## src/rtl/mac_share_arb.sv

```systemverilog
// rtl/mac_share_arb.sv - round-robin sharing of one pipelined MAC between NREQ requesters
module mac_share_arb #(
  parameter int BITS = 8,
  parameter int NREQ = 4,
  parameter int LAT  = 4
) (
  input  logic                   clk,
  input  logic                   rst,
  input  logic                   hold,
  input  logic [NREQ-1:0]        req_valid,
  output logic [NREQ-1:0]        req_ready,
  input  logic [NREQ*BITS-1:0]   req_a,
  input  logic [NREQ*BITS-1:0]   req_b,
  input  logic [NREQ*2*BITS-1:0] req_ci,
  output logic [BITS-1:0]        mac_a,
  output logic [BITS-1:0]        mac_b,
  output logic [2*BITS-1:0]      mac_ci,
  input  logic [2*BITS-1:0]      mac_o,
  output logic [NREQ-1:0]        resp_valid,
  output logic [2*BITS-1:0]      resp_o,
  output logic                   idle
);

  localparam int IDW = (NREQ > 1) ? $clog2(NREQ) : 1;

  logic [IDW-1:0] rr_ptr;
  logic [IDW-1:0] winner;
  logic [IDW-1:0] idx;
  logic           found;
  logic           hs;
  int             scan;

  logic [LAT-1:0] tag_v;
  logic [IDW-1:0] tag_id [LAT];

  // Round-robin scan starting at rr_ptr; reset and hold mask every candidate
  always_comb begin
    found  = 1'b0;
    winner = '0;
    scan   = 0;
    idx    = '0;
    for (int k = 0; k < NREQ; k++) begin
      scan = int'(rr_ptr) + k;
      if (scan >= NREQ) scan = scan - NREQ;
      idx = IDW'(scan);
      if (!found && req_valid[idx] && !hold && !rst) begin
        found  = 1'b1;
        winner = idx;
      end
    end
  end

  // One-hot grant; the winner is by construction valid, so a grant is a handshake
  always_comb begin
    req_ready = '0;
    for (int i = 0; i < NREQ; i++) begin
      req_ready[i] = found && (winner == IDW'(i));
    end
    hs = |(req_valid & req_ready);
  end

  // Operand mux; zeros when idle keep the MAC inputs quiet
  always_comb begin
    mac_a  = '0;
    mac_b  = '0;
    mac_ci = '0;
    if (hs) begin
      mac_a  = req_a[winner*BITS +: BITS];
      mac_b  = req_b[winner*BITS +: BITS];
      mac_ci = req_ci[winner*2*BITS +: 2*BITS];
    end
  end

  // Pointer advances past the winner only when an operation is accepted
  always_ff @(posedge clk or posedge rst) begin
    if (rst) begin
      rr_ptr <= '0;
    end else if (hs) begin
      rr_ptr <= (winner == IDW'(NREQ-1)) ? '0 : winner + 1'b1;
    end
  end

  // Tag shadow pipe, LAT deep so the last stage lines up with mac_o
  always_ff @(posedge clk or posedge rst) begin
    if (rst) begin
      tag_v <= '0;
      for (int k = 0; k < LAT; k++) tag_id[k] <= '0;
    end else begin
      tag_v[0]  <= hs;
      tag_id[0] <= winner;
      for (int k = 1; k < LAT; k++) begin
        tag_v[k]  <= tag_v[k-1];
        tag_id[k] <= tag_id[k-1];
      end
    end
  end

  // Steer the returning result to its owner and report pipe occupancy
  always_comb begin
    resp_valid = '0;
    for (int i = 0; i < NREQ; i++) begin
      resp_valid[i] = tag_v[LAT-1] && (tag_id[LAT-1] == IDW'(i));
    end
    resp_o = mac_o;
    idle   = ~|tag_v;
  end

endmodule
```

## config.mk

```make
export PLATFORM = sky130hd
export DESIGN_NAME = mac_share_arb
export DESIGN_NICKNAME = d
export VERILOG_FILES = /design/src/rtl/mac_share_arb.sv
export SDC_FILE = /design/constraint.sdc
export NUM_CORES = 1
export LEC_CHECK = 0
export ABC_AREA = 0
export BUFFER_PORTS_ARGS = -buffer_cell sky130_fd_sc_hd__buf_2
export CAP_MARGIN = 5
export CORE_MARGIN = 1.5
export CORE_UTILIZATION = 35
export DETAILED_ROUTE_END_ITERATION = 16
export PLACE_DENSITY = 0.79
export SETUP_SLACK_MARGIN = 0.3
export SLEW_MARGIN = 20
export SYNTH_ARGS = -nofsm -noshare
export SYNTH_HDL_FRONTEND = slang
export SYNTH_SLANG_ARGS = --single-unit
```

## constraint.sdc

```tcl
create_clock -name clk -period 6 [get_ports clk]
set_clock_uncertainty 0.2 [all_clocks]
set_input_delay 0.6 -clock clk [delete_from_list [all_inputs] [get_ports clk]]
set_output_delay 0.6 -clock clk [all_outputs]
set_load 0.05 [all_outputs]
```

Yosys cells after proc, flatten, opt, wreduce, memory -nomap -nowiden
Index checks and enable logic that the tools add are counted.
Word-level totals
  logic and storage cells: 85
  input port bits: 151
  register bits after elaboration: 14
Cells by class
  $add $sub $neg: 8
  muxes and demuxes: 24
  shift operators: 3
  equal/unequal tests: 6
  $lt $le $gt $ge: 8
  bitwise gates (word level): 1
  reduce and logical (&&, ||, !) cells: 29
Operators with widths (count)
  32-bit by 6-bit indexed part select with 8-bit output: 2
  64-bit by 7-bit indexed part select with 16-bit output: 1
  1-bit logical AND: 19
  2-bit two-way mux: 9
  16-bit two-way mux: 1
  8-bit two-way mux: 2
  2-bit by 3-bit < comparator with 1-bit output, second input constant: 4
  3-bit greater-or-equal comparator, second input constant: 3
  1-bit binary-select mux with 2-bit select: 4
  2-bit equality test, second input constant: 4
  1-bit two-way mux: 8
  4-bit OR reduction: 2
  2-bit by 1-bit subtractor with 2-bit output, second input constant: 4
  2-bit by 2-bit adder with 3-bit output, second input constant: 2
  1-bit logical NOT: 6
  4-bit bitwise AND: 1
  2-bit by 1-bit equality test with 1-bit output, second input constant: 2
  2-bit logical NOT: 2
  2-bit by 1-bit adder with 3-bit output, second input constant: 1
  2-bit by 3-bit greater-or-equal comparator with 1-bit output, second input constant: 1
  2-bit by 1-bit adder with 2-bit output, second input constant: 1

Logic depth before layout (Yosys ltp)
Gate-level depths: netlist of run 1.
  word-level depth: 27
  gate-level depth with buffers: 14
  gate-level depth less buffers: 11

Worst setup path before layout of run 1
No wires, ideal clock.
  kind: in2out
  start: input port req_valid[2]
  end: output port mac_ci[0]
  stages on the path: 14
  data arrival time: 3.620 ns
  slack: 1.580 ns
  required time: 5.200 ns
  buffers on the path: 3
  cell sequence: clkbuf_1 -> nor2b_1 -> nor3b_1 -> o31ai_1 -> and3_4 -> o31ai_4 -> buf_2 -> inv_1 -> ha_1 -> nand2_1 -> nand3_1 -> clkbuf_1 -> a31oi_1 -> o22ai_1
Between the ends
  cells in the longest elaborated chain, start to end: 25
  elaborated cells on any way between the ends: 42
  classes of those cells: 3 x eq/ne; 1 x shift; 17 x mux; 1 x bitwise; 20 x reduce/logical
RTL lines
  start, declared: line 10  | input logic [NREQ-1:0] req_valid,
  parallel branches: the longest is 24 deep, another holds 1-bit binary-select mux with 2-bit select
  16-bit two-way mux (*): line 67  | if (hs) begin
  end, declared: line 17  | output logic [2*BITS-1:0] mac_ci,
Every way passes the cells marked *. The select of a mux whose other input is x is not followed.

Final worst setup path of run 1
  start: input port hold
  end: output port mac_ci[3]
Between the ends
  cells in the longest elaborated chain, start to end: 24
  elaborated cells on any way between the ends: 35
  classes of those cells: 3 x eq/ne; 1 x shift; 9 x mux; 1 x bitwise; 21 x reduce/logical
RTL lines
  start, declared: line 9  | input logic hold,
  1-bit logical NOT (*): line 46  | if (!found && req_valid[idx] && !hold && !rst) begin
  parallel branches: the longest is 22 deep, another holds 1-bit logical AND
  16-bit two-way mux (*): line 67
Every way passes the cells marked *.

==> results.toml, run 1 <==
[status]
status = "complete, no violations"

[worst_setup_path]
crit_arrival_ps = 3700
r2r_cells = 10
cp_cell_sequence = "buf_2, nor2_2, a211oi_1, o31ai_1, a21oi_1, o31ai_4, inv_1, ha_1, nand2_1, nand3_1, buf_4, a31oi_1, o22ai_2, buf_2"
path_delay_family = "compound AO/OA/AOI/OAI gates"
cpPeakStageDelay_ps = 480
worst-path-buf-inv = 4
critPathMaxFanout = 22
worst_path_most_repeated_cell = "buf_2"
start_kind = "input port"
ff2ff_setup_slack_ps = 2740
cpMaxStageDelayCell = "o31ai_1"
reg2reg_to = "rr_ptr[1]"
crit_required_ps = 5200
cp-end-kind = "primary output"
r2r_start = "rr_ptr[0]"
worstSetupPathType = "in -> out"

[sta]
max_freq_mhz = 222
tightest_slew_ps = 564
setup_viol = 0
fin_crit_ps = 4500
worst_slack_ps = 1500
slew_headroom_pct = 62.4
slew_violations = 0
period_share_pct = 75.0
rsz0062_at_grt = "false"
hold_viol = 0
fin_hold_ws_ps = 146
tns_ps = 0

[routing]
drt_iter0_drc = 179
drc_errors = 0
first_pass_iters = 4
routed_wl_mm = 7.00
viasPerCell = 5.24
drtAntennaViolNets = 0
wl_per_cell_um = 15.0
via_count = 2446

[yosys]
ys_warn_count = 0
seq_area_frac_synth_pct = 16.7
syn_area_mm2 = 0.00210
syn-instance-count = 246
ys_ff_latch = 14
syn_nets = 398
avgSynthCellArea_um2 = 8.55
synth_cell_types = 43

[final_layout]
antenna_cells = 0
area_delta_synth_final_pct = 39.1
layout_common_cells = "buf_2 (175), mux2i_1 (34), a31oi_1 (34)"
final_common_cell = "buf_2"
final_nets = 545
design_area_mm2 = 0.00293
n_fill_cell = 552
drive_above_1_share_pct = 55.9
fin_util_pct = 50.0

[cts]
cts_sinks = 14
clockBufferDepth = 2
cts-root-buf = "clkbuf_8"
clkLatencyLatePin_ps = 240
cts_buffers = 3
cts_setup_buffers = 0
path_clk_slew_ps = 50
cts_tree = "built"
holdBufCountCts = 0
cts.repair.resized = 0
htree_levels = 1

[floorplanning]
core_mm2 = 0.00585
num_io_pins = 208
rows = 28
fp.dieW_um = 80.5
start_util_pct = 35.9
die_height_um = 80.5
dieArea_mm2 = 0.00648

[placement]
globalplace.congestion = 0.832
port_buffers = 175
dpl.hpwl_mm = 5.60
dpl_cell_area_mm2 = 0.00287
place_ws_ps = 1490

[hold_path]
hold_depth = 0
hp-class = "reg -> reg"
min_to = "tag_id[1]"
min_from = "tag_id[3]"

[global_route]
grt_first_pass_wirelength_mm = 9.64
grt_pass1_vias = 2011
overflow = 0
grt_use_total_pct = 18.9
antenna_found_initial = 0
grt_start_max_net_pins = 37

[flow_run]
maxCapViolCount = 0

[pwr]
p_leak_uw = 0.00145
irDropWorstVdd_v = 0.000153
powerDensity_mw_per_mm2 = 312
-- kinds of logic (layout without fill, tap and decap cells) --
logic type / after synthesis / in the layout / share of synthesized area, %
multiplexers: 35 / 35 / 16.7
AO/OA/AOI/OAI: 83 / 83 / 34.3
adder cells (fa/ha/maj): 1 / 1 / 0.595
buffers and inverters: 45 / 191 / 12.7
flip-flops: 14 / 14 / 16.7
AND/OR/NAND/NOR: 68 / 68 / 19.1
-- synthesized netlist by cell type, drive strengths merged --
cell type | count | area (um^2)
dfrtp | 14 | 350
ha | 1 | 12.5
a21oi | 4 | 23.8
nor3 | 2 | 10.0
inv | 7 | 26.3
a2bb2oi | 1 | 8.76
clkbuf | 9 | 33.8
o21bai | 1 | 11.3
nand2b | 5 | 31.3
a31o | 1 | 8.76
mux2i | 34 | 340
mux2 | 1 | 11.3
nand3 | 2 | 10.0
and3 | 2 | 17.5
o22ai | 32 | 369
nor2 | 9 | 36.3
o31ai | 2 | 28.8
or3b | 1 | 8.76
nor4 | 1 | 6.26
buf | 29 | 206
nand3b | 2 | 15.0
a31oi | 34 | 213
nor2b | 1 | 6.26
o31a | 1 | 8.76
or4 | 1 | 7.51
o32a | 1 | 10.0
nor3b | 2 | 15.0
nand2 | 8 | 37.5
a21boi | 1 | 7.51
a211oi | 1 | 7.51
o221ai | 1 | 8.76
and2 | 32 | 200
o21ai | 3 | 15.0
-- worst max path at each step --
stage / startpoint / to / slack [ps] / cells after the start
detailed placement: hold / mac_ci[3] / 1490 / 14
floorplan: req_valid[2] / mac_ci[0] / 1580 / 14
global placement: hold / mac_a[1] / 1670 / 13
global route: rr_ptr[1] / mac_ci[3] / 1220 / 13
CTS: hold / mac_ci[3] / 1500 / 14
finish: hold / mac_ci[3] / 1500 / 14
-- cell type report --
cell class	count	area [um^2]	share of cell area [%]
clock buffer	4	55.1	1.88
timing repair buffer	180	913	31.2
multi-input combinational	187	1490	50.8
inverter	7	26.3	0.898
sequential	14	350	12.0
tap	75	93.8	3.21
-- sequential cells by signal, summed over array words and instances (netlist names) --
| register | flops |
|---|---|
| rr_ptr | 2 |
| tag_v | 4 |
| tag_id | 8 |
-- through the flow --
stage | cells | total power (uW)
2_1_floorplan | 246 | 704
6_report | 467 | 913
4_1_cts | 467 | 918
3_5_place_dp | 463 | 826
3_3_place_gp | 463 | 816
5_1_grt | 467 | 969
-- per-layer routing --
layer  global-route usage, %  vias up  part of all wire [%]  wire, um
met5                       0        -                     0         0
met4                    3.28        0                  0.50        35
met3                    2.84        4                   7.2       504
met2                    32.5      127                    50      3510
met1                    25.1     1111                    42      2950
li1                        -     1204                     -         -
-- worst reg2reg max path, delay by kind of cell, from the launching register on --
kind / cells / cell delay, ps
adders and majority gates: 1 / 160
AOI/OAI and AO/OA: 4 / 1120
muxes: 1 / 340
DFF: 1 / 530
buffers and inverters: 1 / 120
and+or+nand+nor: 3 / 680
-- power by group --
part	internal (uW)	total (uW)	leakage (uW)	switching [uW]
Combinational	211	672	0.00123	462
Clock	58.0	88.4	0.0000288	30.4
Sequential	120	152	0.000187	32.4
(Power assumes the default switching activity.)
==> inputs of run 2 (changes only) <==
--- a/config.mk
+++ b/config.mk
@@ -5,13 +5,13 @@
 export SDC_FILE = /design/constraint.sdc
 export NUM_CORES = 1
 export LEC_CHECK = 0
-export ABC_AREA = 0
+export ABC_AREA = 1
 export BUFFER_PORTS_ARGS = -buffer_cell sky130_fd_sc_hd__buf_2
 export CAP_MARGIN = 5
 export CORE_MARGIN = 1.5
 export CORE_UTILIZATION = 35
 export DETAILED_ROUTE_END_ITERATION = 16
-export PLACE_DENSITY = 0.79
+export PLACE_DENSITY = 0.72
 export SETUP_SLACK_MARGIN = 0.3
 export SLEW_MARGIN = 20
 export SYNTH_ARGS = -nofsm -noshare
==> constraint.sdc (replaced) <==
create_clock -name clk -period 4.3 [get_ports clk]
set_clock_uncertainty 0.2 [all_clocks]
set_input_delay 0.43 -clock clk [delete_from_list [all_inputs] [get_ports clk]]
set_output_delay 0.43 -clock clk [all_outputs]
set_load 0.05 [all_outputs]
==> run 2 against run 1 <==
Cell area up 22%. Critical path depth rose by 2. Utilization decreased by 3.4 points. Flip-flop and latch count did not move. Non-clock buffer count up 4.
==> results.toml, run 2 <==
[status]
status = "complete, no violations"

[sta]
hold_viol = 0
slew_headroom_pct = 55.0
tns_ps = 0
max_freq_mhz = 275
slew_violations = 0
rsz0062_at_grt = "false"
setup_viol = 0
fin_crit_ps = 3640
tightest_slew_ps = 675
period_share_pct = 84.6

[final_layout]
layout_common_cells = "nand2_1 (194), buf_2 (175), inv_1 (79)"
regArea_um2 = 350
n_fill_cell = 821
antenna_cells = 0
top_register = "tag_id"
final_nets = 803
largest_reg_flops = 8
drive_above_1_share_pct = 36.5
final_common_cell = "nand2_1"
area_delta_synth_final_pct = 30.0
multi_input_area_mm2 = 0.00174
reg_top3 = "tag_id: 8 flops, tag_v: 4 flops, rr_ptr: 2 flops"

[flow_run]
maxCapViolCount = 0

[yosys]
ys.flop_type = "dfrtp_1"
avgSynthCellArea_um2 = 5.38
synth_cell_types = 23
ys_warn_count = 0
yosys-top-cells-count = "nand2_1 (194), inv_1 (80), nand3_1 (77)"
yosysTopAreaCell = "nand2_1"
syn-instance-count = 510
synth.most_common_cell = "nand2_1"
synth_edf_count = 0
synth_top_area_share_pct = 26.6
syn_nets = 662
async_flop_share_pct = 100
ys_ff_latch = 14
syn_area_mm2 = 0.00274
seq_area_frac_synth_pct = 12.8
synth.area.top_cells = "nand2_1 (27%), nand3_1 (14%), dfrtp_1 (13%), inv_1 (11%), nand3b_1 (8.8%)"

[worst_setup_path]
cpPeakStageDelay_ps = 510
worst_path_most_repeated_cell = "nand2_1"
crit_required_ps = 3670
crit_arrival_ps = 3010
cpMaxStageDelayCell = "dfrtp_1"
cp_cell_sequence = "inv_6, nand2_1, nand3_1, nand2_1, nor2_1, nand3_1, nand2_1, nand2_2, nand2_2, buf_4, inv_2, a21oi_2, nor2_4, buf_12, nor2_2, buf_2"
r2r_start = "rr_ptr[0]"
worst-path-buf-inv = 5
path_delay_family = "buffers and inverters"
worstSetupPathType = "reg -> out"
crit_path_start = "rr_ptr[0]"
cp-end-kind = "primary output"
critPathMaxFanout = 33
start_kind = "flop"

[placement]
port_buffers = 175
globalplace.congestion = 0.865
dpl.hpwl_mm = 6.13

[floorplanning]
core_mm2 = 0.00765
fp.dieW_um = 91.5
dieArea_mm2 = 0.00838
die_height_um = 91.5
start_util_pct = 35.9
rows = 32
num_io_pins = 208

[cts]
clockBufferDepth = 2
cts_tree = "built"
path_clk_slew_ps = 60
cts_sinks = 14
clkLatencyLatePin_ps = 250
htree_levels = 1
cts-root-buf = "clkbuf_8"
cts_buffers = 3

[global_route]
overflow = 0
grt_pass1_vias = 3172
grt_use_total_pct = 19.3
grt_first_pass_wirelength_mm = 13.5
grt_start_max_net_pins = 66
antenna_found_initial = 0

[routing]
via_count = 3537
drt_iter0_drc = 108
first_pass_iters = 4
drtAntennaViolNets = 0
viasPerCell = 4.70
routed_wl_mm = 8.42
drc_errors = 0
wl_per_cell_um = 11.2

[hold_path]
hp-class = "in -> async"
[run 2: logic make-up (layout without fill, tap and decap cells)]
logic type | after synthesis | in the layout | synth area share (%)
adders and majority gates | 1 | 1 | 0.456
DFF | 14 | 14 | 12.8
buffers and inverters | 132 | 271 | 24.1
and+or+nand+nor | 360 | 361 | 62.0
AOI/OAI and AO/OA | 3 | 3 | 0.684
[run 2: final cells by class]
cell class,count,area share (%)
clock buffer,4,1.54
multi-input combinational,365,48.9
sequential,14,9.83
tap,102,3.58
timing repair buffer,184,27.2
inverter,83,8.99
[run 2: worst register-to-register path: stages, from the launching register on]
cell and delay (ps):
dfrtp_1 510, inv_6 140, nand2_1 70, nand3_1 100
nand2_1 60, nor2_1 170, nand3_1 120, nand3_1 90
nand2_1 80, nand2_2 390, clkinvlp_4 200, buf_4 230
o21ai_1 150, nand2_1 110, nand2_1 70, nand2_1 50
[run 2: layer usage]
layer	vias up	GRT usage, %	routed length, um	part of all wire, %
met1	1587	21.8	3480	41
met2	115	37.0	4330	51
met3	24	2.35	452	5.4
met4	0	5.86	155	1.8
li1	1811	-	-	-
met5	-	0	0	0
[run 2: what timing repair did]
item / CTS / global route
hold buffers: 0 / 0
gates resized for setup: 1 / 1
cloned: 1 / 0
pin swaps: 1 / 2
setup endpoints to repair: 32 / 31
setup buffers: 0 / 3
[run 2: worst paths after layout]
| path | cells after the start | slack (ps) | endpoint |
|---|---|---|---|
| setup / recovery | 16 | 660 | mac_ci[4] |
| hold / removal | 2 | 20 | tag_v[0] |
| setup reg to reg | 15 | 1440 | rr_ptr[1] |
| hold reg to reg | 0 | 150 | tag_id[4] |
| max in group asynchronous | 2 | 3530 | tag_id[0] |
| min in group clk | 0 | 150 | tag_id[4] |
[run 2: stage by stage]
stage,utilization [%],cells,instance area [um^2],worst slack (ps),hold slack (ps)
6_report,46.6,752,3560,662,21.6
5_1_grt,46.6,752,3560,397,73.0
4_1_cts,45.9,749,3510,410,38.5
3_5_place_dp,45.1,744,3450,402,136
3_3_place_gp,45.1,744,3450,548,133
2_1_floorplan,-,510,2740,1010,119
Power of run 2 is left out: the tool's default activity adds up to more than one toggle a clock period on the data nets, which glitch-free logic cannot reach.
